**src/rtl/audio_sched_pkg.sv**
```systemverilog
`default_nettype none
// ============================================================================
// Module   : audio_sched_pkg
// Brief    : Shared state encodings, default sizes and helpers for the
//            paced audio sample scheduler.
// Revision : 1.0 - initial release
// ============================================================================
package audio_sched_pkg;

    localparam int c_DATA_BITS      = 16;
    localparam int c_FIFO_DEPTH     = 8;
    localparam int c_PACE_DIV       = 16;
    localparam int c_TIMEOUT_CYCLES = 4096;

    localparam int              c_ST_W    = 2;
    localparam logic [c_ST_W-1:0] c_ST_IDLE = 2'd0;
    localparam logic [c_ST_W-1:0] c_ST_FILL = 2'd1;
    localparam logic [c_ST_W-1:0] c_ST_RUN  = 2'd2;

    // Level needs one bit more than the address so "full" is representable.
    function automatic int level_width(input int depth);
        return $clog2(depth) + 1;
    endfunction

endpackage
`default_nettype wire

```
**src/rtl/sample_fifo.sv**
```systemverilog
`default_nettype none
// ============================================================================
// Module   : sample_fifo
// Brief    : Synchronous FIFO with flush; pointers carry an extra wrap bit.
// Revision : 1.0 - initial release
// ============================================================================
module sample_fifo
    import audio_sched_pkg::*;
#(
    parameter int WIDTH = 2 * c_DATA_BITS,
    parameter int DEPTH = c_FIFO_DEPTH
) (
    input  logic                          clk,
    input  logic                          rst_n,
    input  logic                          i_flush,
    input  logic                          i_push,
    input  logic [WIDTH-1:0]              i_wdata,
    input  logic                          i_pop,
    output logic [WIDTH-1:0]              o_rdata,
    output logic                          o_full,
    output logic                          o_empty,
    output logic [level_width(DEPTH)-1:0] o_level
);

    localparam int c_AW = $clog2(DEPTH);

    logic [WIDTH-1:0] r_mem [DEPTH];
    logic [c_AW:0]    r_wr_ptr;
    logic [c_AW:0]    r_rd_ptr;
    logic             w_do_push;
    logic             w_do_pop;

    assign o_empty   = (r_wr_ptr == r_rd_ptr);
    assign o_full    = (r_wr_ptr[c_AW] != r_rd_ptr[c_AW]) &&
                       (r_wr_ptr[c_AW-1:0] == r_rd_ptr[c_AW-1:0]);
    assign o_level   = r_wr_ptr - r_rd_ptr;
    assign o_rdata   = r_mem[r_rd_ptr[c_AW-1:0]];
    assign w_do_pop  = i_pop && !o_empty;
    // A pop in the same cycle frees the slot, so a full FIFO still accepts.
    assign w_do_push = i_push && (!o_full || w_do_pop);

    always_ff @(posedge clk) begin
        if (!rst_n || i_flush) begin
            r_wr_ptr <= '0;
            r_rd_ptr <= '0;
        end else begin
            if (w_do_push) r_wr_ptr <= r_wr_ptr + 1'b1;
            if (w_do_pop)  r_rd_ptr <= r_rd_ptr + 1'b1;
        end
    end

    always_ff @(posedge clk) begin
        if (w_do_push) r_mem[r_wr_ptr[c_AW-1:0]] <= i_wdata;
    end

endmodule
`default_nettype wire

```
**src/rtl/audio_sample_sched.sv**
```systemverilog
`default_nettype none
// ============================================================================
// Module   : audio_sample_sched
// Brief    : Buffers stereo sample pairs and releases them at AMCLK/PACE_DIV
//            with underflow repeat, overflow drop, input-loss timeout and mute.
// Revision : 1.0 - initial release
// ============================================================================
module audio_sample_sched
    import audio_sched_pkg::*;
#(
    parameter int DATA_BITS      = c_DATA_BITS,
    parameter int FIFO_DEPTH     = c_FIFO_DEPTH,
    parameter int PACE_DIV       = c_PACE_DIV,
    parameter int TIMEOUT_CYCLES = c_TIMEOUT_CYCLES
) (
    input  logic                                 AMCLK_i,
    input  logic                                 reset_n,
    input  logic signed [DATA_BITS-1:0]          IN_LEFT_i,
    input  logic signed [DATA_BITS-1:0]          IN_RIGHT_i,
    input  logic                                 IN_VALID_i,
    output logic signed [DATA_BITS-1:0]          OUT_LEFT_o,
    output logic signed [DATA_BITS-1:0]          OUT_RIGHT_o,
    output logic                                 OUT_VALID_o,
    input  logic                                 OUT_READY_i,
    input  logic                                 MUTE_i,
    input  logic                                 CLR_STATUS_i,
    output logic                                 LOCKED_o,
    output logic [level_width(FIFO_DEPTH)-1:0]   FIFO_LEVEL_o,
    output logic                                 UNDERFLOW_o,
    output logic                                 OVERFLOW_o,
    output logic                                 SLIP_o
);

    localparam int c_LW = level_width(FIFO_DEPTH);
    localparam int c_PW = (PACE_DIV > 1) ? $clog2(PACE_DIV) : 1;
    localparam int c_TW = $clog2(TIMEOUT_CYCLES + 1);
    localparam int c_DW = 2 * DATA_BITS;
    localparam logic [c_PW-1:0] c_PACE_LAST = c_PW'(PACE_DIV - 1);
    localparam logic [c_TW-1:0] c_TO_MAX    = c_TW'(TIMEOUT_CYCLES);
    localparam logic [c_LW-1:0] c_LVL_HALF  = c_LW'(FIFO_DEPTH / 2);

    logic [c_ST_W-1:0] r_state, w_state_nxt;
    logic [c_PW-1:0]   r_pace_cnt;
    logic [c_TW-1:0]   r_idle_cnt;
    logic [c_DW-1:0]   r_last, w_head, w_src;
    logic [c_LW-1:0]   w_level;
    logic              w_full, w_empty;
    logic              w_tick, w_timeout, w_accept, w_slip, w_present;
    logic              w_run_tick, w_pop, w_push, w_underflow, w_overflow;
    logic              r_out_valid, r_underflow, r_overflow, r_slip;
    logic [DATA_BITS-1:0] r_out_l, r_out_r;

    assign w_tick      = (r_pace_cnt == c_PACE_LAST);
    assign w_timeout   = (r_idle_cnt == c_TO_MAX) && (r_state != c_ST_IDLE);
    assign w_accept    = r_out_valid && OUT_READY_i;
    assign w_slip      = w_tick && r_out_valid && !OUT_READY_i;
    assign w_present   = w_tick && !w_slip;
    assign w_run_tick  = w_present && (r_state == c_ST_RUN) && !w_timeout;
    assign w_pop       = w_run_tick && !w_empty;
    assign w_underflow = w_run_tick && w_empty;
    assign w_push      = IN_VALID_i && !w_timeout;
    assign w_overflow  = w_push && w_full && !w_pop;

    sample_fifo #(
        .WIDTH (c_DW),
        .DEPTH (FIFO_DEPTH)
    ) u_fifo (
        .clk     (AMCLK_i),
        .rst_n   (reset_n),
        .i_flush (w_timeout),
        .i_push  (w_push),
        .i_wdata ({IN_LEFT_i, IN_RIGHT_i}),
        .i_pop   (w_pop),
        .o_rdata (w_head),
        .o_full  (w_full),
        .o_empty (w_empty),
        .o_level (w_level)
    );

    always_ff @(posedge AMCLK_i) begin
        if (!reset_n) begin
            r_pace_cnt <= '0;
            r_state    <= c_ST_IDLE;
        end else begin
            r_pace_cnt <= w_tick ? '0 : r_pace_cnt + 1'b1;
            r_state    <= w_state_nxt;
        end
    end

    always_comb begin
        w_state_nxt = r_state;
        if (w_timeout) begin
            w_state_nxt = c_ST_IDLE;
        end else begin
            case (r_state)
                c_ST_IDLE: if (IN_VALID_i) w_state_nxt = c_ST_FILL;
                c_ST_FILL: if (w_level >= c_LVL_HALF) w_state_nxt = c_ST_RUN;
                c_ST_RUN:  w_state_nxt = c_ST_RUN;
                default:   w_state_nxt = c_ST_IDLE;
            endcase
        end
    end

    // Saturating count of consecutive cycles without an input strobe.
    always_ff @(posedge AMCLK_i) begin
        if (!reset_n || IN_VALID_i)   r_idle_cnt <= '0;
        else if (r_idle_cnt != c_TO_MAX) r_idle_cnt <= r_idle_cnt + 1'b1;
    end

    // Idle/fill ticks and timeout ticks leave w_src at zero.
    always_comb begin
        w_src = '0;
        if (w_pop)            w_src = w_head;
        else if (w_underflow) w_src = r_last;
    end

    always_ff @(posedge AMCLK_i) begin
        if (!reset_n || w_timeout) r_last <= '0;
        else if (w_pop)            r_last <= w_head;
    end

    always_ff @(posedge AMCLK_i) begin
        if (!reset_n) begin
            r_out_valid <= 1'b0;
            r_out_l     <= '0;
            r_out_r     <= '0;
        end else if (w_present) begin
            r_out_valid <= 1'b1;
            r_out_l     <= MUTE_i ? '0 : w_src[c_DW-1:DATA_BITS];
            r_out_r     <= MUTE_i ? '0 : w_src[DATA_BITS-1:0];
        end else if (w_accept) begin
            r_out_valid <= 1'b0;
        end
    end

    always_ff @(posedge AMCLK_i) begin
        if (!reset_n) begin
            r_underflow <= 1'b0;
            r_overflow  <= 1'b0;
            r_slip      <= 1'b0;
        end else begin
            r_underflow <= w_underflow | (r_underflow & ~CLR_STATUS_i);
            r_overflow  <= w_overflow  | (r_overflow  & ~CLR_STATUS_i);
            r_slip      <= w_slip      | (r_slip      & ~CLR_STATUS_i);
        end
    end

    assign OUT_LEFT_o   = r_out_l;
    assign OUT_RIGHT_o  = r_out_r;
    assign OUT_VALID_o  = r_out_valid;
    assign LOCKED_o     = (r_state == c_ST_RUN);
    assign FIFO_LEVEL_o = w_level;
    assign UNDERFLOW_o  = r_underflow;
    assign OVERFLOW_o   = r_overflow;
    assign SLIP_o       = r_slip;

endmodule
`default_nettype wire

```
**config.mk**
```make
export PLATFORM = sky130hd
export DESIGN_NAME = audio_sample_sched
export DESIGN_NICKNAME = d
export VERILOG_FILES = /design/src/rtl/audio_sched_pkg.sv /design/src/rtl/sample_fifo.sv /design/src/rtl/audio_sample_sched.sv
export SDC_FILE = /design/constraint.sdc
export NUM_CORES = 1
export LEC_CHECK = 0
export CAP_MARGIN = 25
export CORE_MARGIN = 5
export CORE_UTILIZATION = 58
export DETAILED_ROUTE_END_ITERATION = 6
export PLACE_DENSITY = 0.83
export SLEW_MARGIN = 25
export SYNTH_ARGS = -nofsm -noshare
export SYNTH_HDL_FRONTEND = slang
export SYNTH_SLANG_ARGS = --single-unit
```
**constraint.sdc**
```tcl
create_clock -name AMCLK_i -period 9.7 [get_ports AMCLK_i]
set_clock_uncertainty 0.1 [all_clocks]
set_input_delay 0.97 -clock AMCLK_i [delete_from_list [all_inputs] [get_ports AMCLK_i]]
set_output_delay 0.97 -clock AMCLK_i [all_outputs]
set_load 0.03 [all_outputs]
```
After elaboration in Yosys (flattened, before gate mapping)

Memories as Yosys holds them, arrays and structs flattened. A register that Yosys moved wholly into a read port is not among the register bits.
Cells that the tools add are included.

Equality and inequality tests: 10
Add/sub/neg operators: 5
Mux-type cells: 13
$lt $le $gt $ge: 1
Bitwise operators: 8
Reduce and logical (&&, ||, !) cells: 31

Operator list:

| kind                    | number |
|---|---|
| $mux W32                | 2 |
| $mux W16                | 2 |
| $logic_and A1 B1 Y1     | 15 |
| $add A13 B1 Y13 const B | 1 |
| $eq A13 B13 Y1 const B  | 1 |
| $ne A13 B13 Y1 const B  | 1 |
| $add A4 B1 Y4 const B   | 3 |
| $logic_not A1 Y1        | 7 |
| $mux W3                 | 2 |
| $pmux W2 S3             | 1 |
| $eq A4 B4 Y1            | 1 |
| $eq A4 B4 Y1 const B    | 1 |
| $ge A4 B3 Y1 const B    | 1 |
| $mux W1                 | 4 |
| $mux W2                 | 2 |
| $ne A2 B2 Y1 const B    | 2 |
| $reduce_bool A2 Y1      | 2 |
| $reduce_or A2 Y1        | 2 |
| $sub A4 B4 Y4           | 1 |
| $and A1 B1 Y1           | 3 |
| $eq A3 B3 Y1            | 1 |
| $logic_or A1 B1 Y1      | 3 |
| $or A1 B1 Y1            | 3 |
| $eq A2 B1 Y1 const B    | 1 |
| 5 further kinds         | 6 |

Output and inout bits: 41
RAM bits: 256
Word-level logic and storage cells: 81
Bits of input ports: 38
Flip-flop bits (word level): 95
Memories: 1

Memory list:

| name         | words | bits a word | read ports | clocked after Yosys merged registers in | wr ports | line              | source |
|---|---|---|---|---|---|---|---|
| u_fifo.r_mem | 8     | 32          | 1          | 1                                       | 1        | sample_fifo.sv:27 | `logic [WIDTH-1:0] r_mem [DEPTH];` |

Depth between registers and ports, before layout

Gate-level depths: netlist of the first run.

Word-level depth: 13
Depth in mapped cells: 8
Gate-level depth less buffers: 7

Cells and area by module

Synthesis of the first run repeated with hierarchy kept, for this count alone.

Cells, all modules: 889
Area, all modules: 14,692.8 µm²

By module, submodules not included:

| module             | cells each | area an instance (µm²) | instances | seq. area each (µm²) |
|---|---|---|---|---|
| sample_fifo        | 444        | 10,363.7               | 1         | 7,907.6 |
| audio_sample_sched | 445        | 4,329.2                | 1         | 1,741.7 |

Least setup slack after synthesis of the first run

OpenSTA, ideal clock, no wires.

Kind: input -> register
Start point: input OUT_READY_i
End point: memory u_fifo.r_mem[1][0] (netlist bit), enable pin
Library setup time: 0.501 ns
Data required time: 9.099 ns
Arrival time: 4.664 ns
Buffers on the path: 0
Setup slack: 4.435 ns
Cell stages on the path: 4
Cell sequence: nand2b_1 a311o_1 nand2_1 nor4_1

Word-level cells in the longest chain between the ends: 12

Ends and longest elaborated chain:

| element                          | line                     | source |
|---|---|---|
| from (decl)                      | audio_sample_sched.sv:24 | `input logic OUT_READY_i,` |
| $logic_not A1 Y1                 | audio_sample_sched.sv:56 | `assign w_slip = w_tick && r_out_valid && !OUT_READY_i;` |
| $logic_and A1 B1 Y1              | audio_sample_sched.sv:56 |  |
| $logic_not A1 Y1                 | audio_sample_sched.sv:57 | `assign w_present = w_tick && !w_slip;` |
| $logic_and A1 B1 Y1              | audio_sample_sched.sv:57 |  |
| $logic_and A1 B1 Y1 (2 in a row) | audio_sample_sched.sv:58 | `assign w_run_tick = w_present && (r_state == c_ST_RUN) && !w_timeout;` |
| $logic_and A1 B1 Y1              | audio_sample_sched.sv:59 | `assign w_pop = w_run_tick && !w_empty;` |
| $logic_and A1 B1 Y1              | sample_fifo.sv:38        | `assign w_do_pop = i_pop && !o_empty;` |
| $logic_or A1 B1 Y1               | sample_fifo.sv:40        | `assign w_do_push = i_push && (!o_full \|\| w_do_pop);` |
| $logic_and A1 B1 Y1              | sample_fifo.sv:40        |  |
| $mux W1                          | sample_fifo.sv:53        | `if (w_do_push) r_mem[r_wr_ptr[c_AW-1:0]] <= i_wdata;` |
| $mux W1 (implied by the code)    | sample_fifo.sv:53        |  |
| to (decl)                        | sample_fifo.sv:27        |  |

Every way passes these cells.

Worst setup path after layout of the first run

Start point: register u_fifo.r_wr_ptr[0]
End point: output FIFO_LEVEL_o[2]

Word-level cells in the longest chain between the ends: 1

Ends and longest elaborated chain:

| element                | line                     | source |
|---|---|---|
| from (decl)            | sample_fifo.sv:28        | `logic [c_AW:0] r_wr_ptr;` |
| from (signal assigned) | sample_fifo.sv:47        | `if (w_do_push) r_wr_ptr <= r_wr_ptr + 1'b1;` |
| $sub A4 B4 Y4          | sample_fifo.sv:36        | `assign o_level = r_wr_ptr - r_rd_ptr;` |
| to (decl)              | audio_sample_sched.sv:28 | `output logic [level_width(FIFO_DEPTH)-1:0] FIFO_LEVEL_o,` |

Every way passes these cells.

==> out/results.ini, run 1 <==
[clock_network]
cts_buffers=36
clockRootBuffer=clkbuf_16
post_cts_buffers=0
cts_tree=built
cts_max_path_buffers=3
ctsHoldBuffers=0
cts_resized=0
clkTransAtPathRegs_ns=0.06
clk_latency_ns=0.51
cts.sinks=354
htree_num_levels=2

[worst_setup_path]
r2r_slack_ns=6.66
r2r_cells=7
slowest_delay_ns=0.73
critPathKind=register to primary output
path_cells=inv_1 > ha_1 > fa_1 > xnor2_1 > clkdlybuf4s50_1
cp_slowest_cell=clkdlybuf4s50_1
reg2reg_to=u_fifo.r_mem[3][17]
cp.buffers_inverters=2
required_ns=8.63
rr_startpoint=u_fifo.r_wr_ptr[0]
endpoint_kind=primary output
path_max_fanout=8
cp-start-kind=register
crit_family=buffers and inverters
crit_arrival_ns=2.94

[die]
core_area_um2=23600
die_h_um=165
num_io_pins=79
rows=56
start_util=0.594
dieArea_um2=27400
die_w_um=165

[grt]
grt_pass1_vias=8255
antenna_found_initial=0
grt_start_max_net_pins=65
grt_usage=0.222
grt.overflow.total=0
grt_pass1_wl_um=46300

[logic_synthesis]
synth_area_per_cell_um2=16.2
synthFlopType=edfxtp_1
synth_fa_ha_area_frac=0.0121
synth_fp_nets=916
synth_top_family_by_area=multiplexers
yosysSeqAreaShare=0.688
yosysWarnings=0
syn-cell-area_um2=14000
synthXorXnorAreaFrac=0.00937
synth_cells=865
synth_compound_gate_area_share=0.0711
yosysTopAreaCellShare=0.548
yosys.area_share.simple=0.0645
yosysTopAreaCell=edfxtp_1
yosys.cell_types.count=57
synth-seq-cells=354
synth_enable_flop_cells=256
synthArstFlopShare=0
synthMuxAreaShare=0.131
synth.area.top_cells=edfxtp_1, dfxtp_1, mux4_2

[timing]
fin_crit_ns=4.01
worst_slack_ns=5.69
maxSlewHeadroom=0.377
clock.fmax_mhz=249
rsz0062_at_grt=no
tightest_slew_ns=0.935
setup_viol=0
tns_ns=0
hold_viol=0
finalCritPeriodShare=0.413
slew_violations=0

[route]
via_per_inst=6.20
routedWlPerCell_um=22.7
drt-pass1-iter-count=5
drcViolationCount=0
routed_wl_um=29400
postRouteAntennaNets=0
drt_iter0_drc=817
num_vias=8017

[finish]
register_area_um2=9650
area_delta_synth_final_pct=16.3
nNetsFinal=998
drive_above_1_share=0.232
multi_input_area_um2=4110
fillers=1509
final_cell_mix=edfxtp_1, dfxtp_1, clkdlybuf4s50_1
diodes=0
final_common_cell=edfxtp_1

[power]
p_sw_w=0.000638
power_per_cell_area_nw_per_um2=191
pwr-share-seq=0.532
p_comb_frac=0.045
p_int_w=0.00248
p_leak_nw=5.06
p_sw_frac=0.204
clockPowerShare=0.422
vdd_drop_max_uv=153

[place]
dpl_worst_slack_ns=6.12
port_buffers=78
dp_hpwl_um=16900
gp_congestion=0.811

[hold_path]
holdCritPathClass=register to register
hold_path_depth=2
hp-start=UNDERFLOW_o
holdPathEnd=UNDERFLOW_o

[run]
drv_cap=0

[status]
status=complete, no violations

-- state kept, by name, summed over array words and instances (netlist names), 4 cells and up, named ones only --
name	cells
r_idle_cnt	13
OUT_RIGHT_o	16
u_fifo.r_wr_ptr	4
r_last	32
u_fifo.r_mem	256
u_fifo.r_rd_ptr	4
OUT_LEFT_o	16
r_pace_cnt	4
-- power by group through the flow --
| stage | Sequential, W | Clock, W | Combinational (W) |
|---|---|---|---|
| final | 0.00166 | 0.00132 | 0.000142 |
| after global routing | 0.00166 | 0.00141 | 0.000155 |
| after CTS | 0.00166 | 0.00134 | 0.000143 |
| after detailed placement | 0.00169 | 0 | 0.000142 |
| after global placement | 0.00169 | 0 | 0.000136 |
| after floorplan | 0.00169 | 0 | 0.0000845 |
-- worst max-delay path by stage --
stage	start	endpoint	slack [ns]	cells past startpoint
floorplan	OUT_READY_i	u_fifo.r_mem[1][0]	4.43	4
finish	u_fifo.r_wr_ptr[0]	FIFO_LEVEL_o[2]	5.69	5
global placement	IN_VALID_i	u_fifo.r_mem[2][23]	6.27	6
detailed placement	IN_VALID_i	u_fifo.r_mem[3][24]	6.12	6
CTS	u_fifo.r_wr_ptr[0]	FIFO_LEVEL_o[2]	5.71	5
global route	u_fifo.r_wr_ptr[0]	FIFO_LEVEL_o[2]	5.59	5
-- stage by stage --
stage           util  total power, W  hold WS [ns]  instance area [µm²]  instances
2_1_floorplan      -         0.00178         0.351                14000        865
3_3_place_gp   0.641         0.00183         0.348                15100       1228
3_5_place_dp   0.642         0.00183         0.349                15100       1228
4_1_cts        0.690         0.00314         0.360                16300       1293
5_1_grt        0.690         0.00323         0.401                16300       1293
6_report       0.690         0.00312         0.366                16300       1293
-- synthesized netlist by cell type (all sizes together) (8+ instances only) --
library cell,count
a21oi,44
buf,23
clkbuf,30
dfxtp,98
edfxtp,256
ha,12
inv,17
mux2,32
mux4,64
nand2,74
nand3,46
nand4,8
nor2,16
nor4,12
o21ai,37
o221ai,32
xnor2,8
-- kinds of logic after synthesis --
group / count (synthesis)
muxes: 100
AOI/OAI and AO/OA: 132
buffers and inverters: 70
adders and majority gates: 13
xor gates and xnor gates: 15
DFF: 354
and+or+nand+nor: 181
-- cell type report --
class,count,share of cell area
Clock buffer,53,0.0641
Clock inverter,12,0.00630
Inverter,17,0.00392
Multi-Input combinational cell,441,0.252
Sequential cell,354,0.592
Tap cell,319,0.0245
Timing Repair Buffer,97,0.0567
-- worst min-delay path: cells and delay by family (launching register included) --
kind | cells | cell delay (ns)
flops | 1 | 0.31
simple gates | 1 | 0.05
compound gates | 1 | 0.05
-- layer usage --
metal | part of all wire | vias up | global-route usage
li1 | - | 3587 | -
met1 | 0.41 | 4039 | 0.304
met2 | 0.50 | 334 | 0.365
met3 | 0.071 | 57 | 0.0437
met4 | 0.025 | 0 | 0.0724
met5 | 0 | - | 0
Power figures use the tool's default switching activity.
==> run 2: changes to the inputs <==
Clock period 9.7 ns to 3.7 ns, I/O delays scaled along.
==> run 2 against run 1 <==
Clock power grew to 2.6 times the previous value; register-to-register slack got worse by 6.1 ns; largest cell class unchanged; core utilization up 0.91 points; combinational power increased to 2.9 times the previous value.
==> out/results.ini, run 2 (synthesis results as in run 1) <==
[status]
status=complete, no violations

[route]
num_vias=8389  ; +4.6%
drt-pass1-iter-count=5  ; unchanged
postRouteAntennaNets=0  ; unchanged
drcViolationCount=0  ; unchanged
routed_wl_um=33100  ; +13%
drt_iter0_drc=1026  ; +26%
via_per_inst=6.43  ; +3.7%
routedWlPerCell_um=25.4  ; +12%

[finish]
final_cell_mix=edfxtp_1, dfxtp_1, clkdlybuf4s50_1
final_core_util=0.699  ; +0.00911
final_common_cell=edfxtp_1
nNetsFinal=1012  ; +1.4%
largest_reg_flops=256  ; unchanged
diodes=0  ; unchanged
area_delta_synth_final_pct=17.8
drive_above_1_share=0.236  ; +0.00428

[grt]
grt_usage=0.247  ; +0.0246
antenna_found_initial=0  ; unchanged
grt_pass1_wl_um=50600  ; +9.2%
grt_pass1_vias=8700  ; +5.4%
grt.overflow.total=0  ; unchanged
grt_start_max_net_pins=65  ; unchanged

[clock_network]
cts_buffers=35  ; -2.8%
cts_tree=built
clk_latency_ns=0.53  ; +0.02 ns
cts.sinks=354  ; unchanged
cts_resized=0  ; unchanged
cts_max_path_buffers=3  ; unchanged
ctsHoldBuffers=0  ; unchanged
post_cts_buffers=0  ; unchanged
clkTransAtPathRegs_ns=0.06  ; about the same
clockRootBuffer=clkbuf_16
htree_num_levels=2  ; unchanged

[worst_setup_path]
cp-start-kind=register
required_ns=3.23  ; -5.40 ns
endpoint_kind=primary output
critPathKind=register to primary output
crit_arrival_ns=3.15  ; +0.21 ns
path_max_fanout=8  ; unchanged

[place]
gp_congestion=0.759  ; -6.5%
port_buffers=78  ; unchanged
dp_hpwl_um=19000  ; +12%
dpl_worst_slack_ns=0.675  ; -5.45 ns

[power]
p_int_w=0.00639  ; +160%
power_per_cell_area_nw_per_um2=493  ; +160%
p_sw_w=0.00174  ; +170%
pwr-share-seq=0.536  ; +0.004
clockPowerShare=0.415  ; -0.007
p_comb_frac=0.050  ; +0.005
vdd_drop_max_uv=296  ; +94%
p_sw_frac=0.214  ; +0.00984
fin_total_pwr_w=0.00813  ; +160%
p_leak_nw=5.12  ; +1.3%

[die]
dieArea_um2=27400  ; unchanged
core_area_um2=23600  ; unchanged
start_util=0.594  ; unchanged
num_io_pins=79  ; unchanged
die_h_um=165  ; unchanged
rows=56  ; unchanged
die_w_um=165  ; unchanged

[timing]
worst_slack_ns=0.0751  ; -5.61 ns
slew_violations=0  ; unchanged
fin_crit_ns=3.62
finalCritPeriodShare=0.980
setup_viol=0  ; unchanged
hold_viol=0  ; unchanged
clock.fmax_mhz=276
tns_ns=0  ; unchanged
tightest_slew_ns=0.973  ; +0.0376 ns
maxSlewHeadroom=0.351  ; -0.0259
rsz0062_at_grt=no

[run]
drv_cap=0  ; unchanged

[hold_path]
holdCritPathClass=register to register

==> run 2: cell count changes in the layout (fill, tap and decap cells not counted), sizes merged <==
cell      previous run  this run
buf                 19        34
clkbuf              53        41
clkinv               8        14
bufinv               1         2
clkinvlp             2         3
inv                 18        19
==> run 2: worst paths after layout <==
check | cells past startpoint | start | slack [ns] | to
worst min register to register | 2 | UNDERFLOW_o | 0.35 | UNDERFLOW_o
worst max-delay path | 4 | u_fifo.r_wr_ptr[1] | 0.08 | FIFO_LEVEL_o[2]
worst min-delay path | 2 | UNDERFLOW_o | 0.35 | UNDERFLOW_o
worst max register to register | 9 | r_idle_cnt[0] | 0.53 | u_fifo.r_mem[3][11]
==> run 2: power by group through the flow <==
stage | combinational, W | clock (W) | sequential, W
2_1_floorplan | 0.000224 | 0 | 0.00443
3_3_place_gp | 0.000388 | 0 | 0.00443
3_5_place_dp | 0.000398 | 0 | 0.00444
4_1_cts | 0.000404 | 0.00341 | 0.00436
5_1_grt | 0.000436 | 0.00359 | 0.00436
6_report | 0.000405 | 0.00337 | 0.00436
==> run 2: layer usage <==
layer,wire [µm],up-vias,part of all wire,track usage
met3,2730,75,0.082,0.0447
met1,12700,4258,0.38,0.336
li1,-,3597,-,-
met5,0,-,0,0
met2,16700,459,0.50,0.406
met4,957,0,0.029,0.0896
==> run 2: critical path, stage by stage (launching register included) <==
cell,delay (ns)
dfxtp_1,0.69
inv_1,0.39
fa_1,0.52
xnor2_1,0.29
clkdlybuf4s50_1,0.74
==> run 2: layout make-up <==
class                           instances  area (µm²)
Timing Repair Buffer                  112        1120
Inverter                               17        63.8
Tap cell                              319         399
Fill cell                            1417        7100
Clock inverter                         21         170
Multi-Input combinational cell        441        4190
Clock buffer                           41         908
Sequential cell                       354        9650
==> run 2: per-stage QoR <==
stage	cell area (µm²)	std cells	hold WS, ns
after global placement	15400	1243	0.347
final	16500	1305	0.353
after detailed placement	15400	1243	0.347
after floorplan	14100	865	0.351
after CTS	16500	1305	0.356
after global routing	16500	1305	0.373
==> run 3: changes to the inputs <==
Settings changed: SLEW_MARGIN 25 to 20.
==> results of run 3 <==
The final DEF is identical to that of run 2; final timing and power are the same.
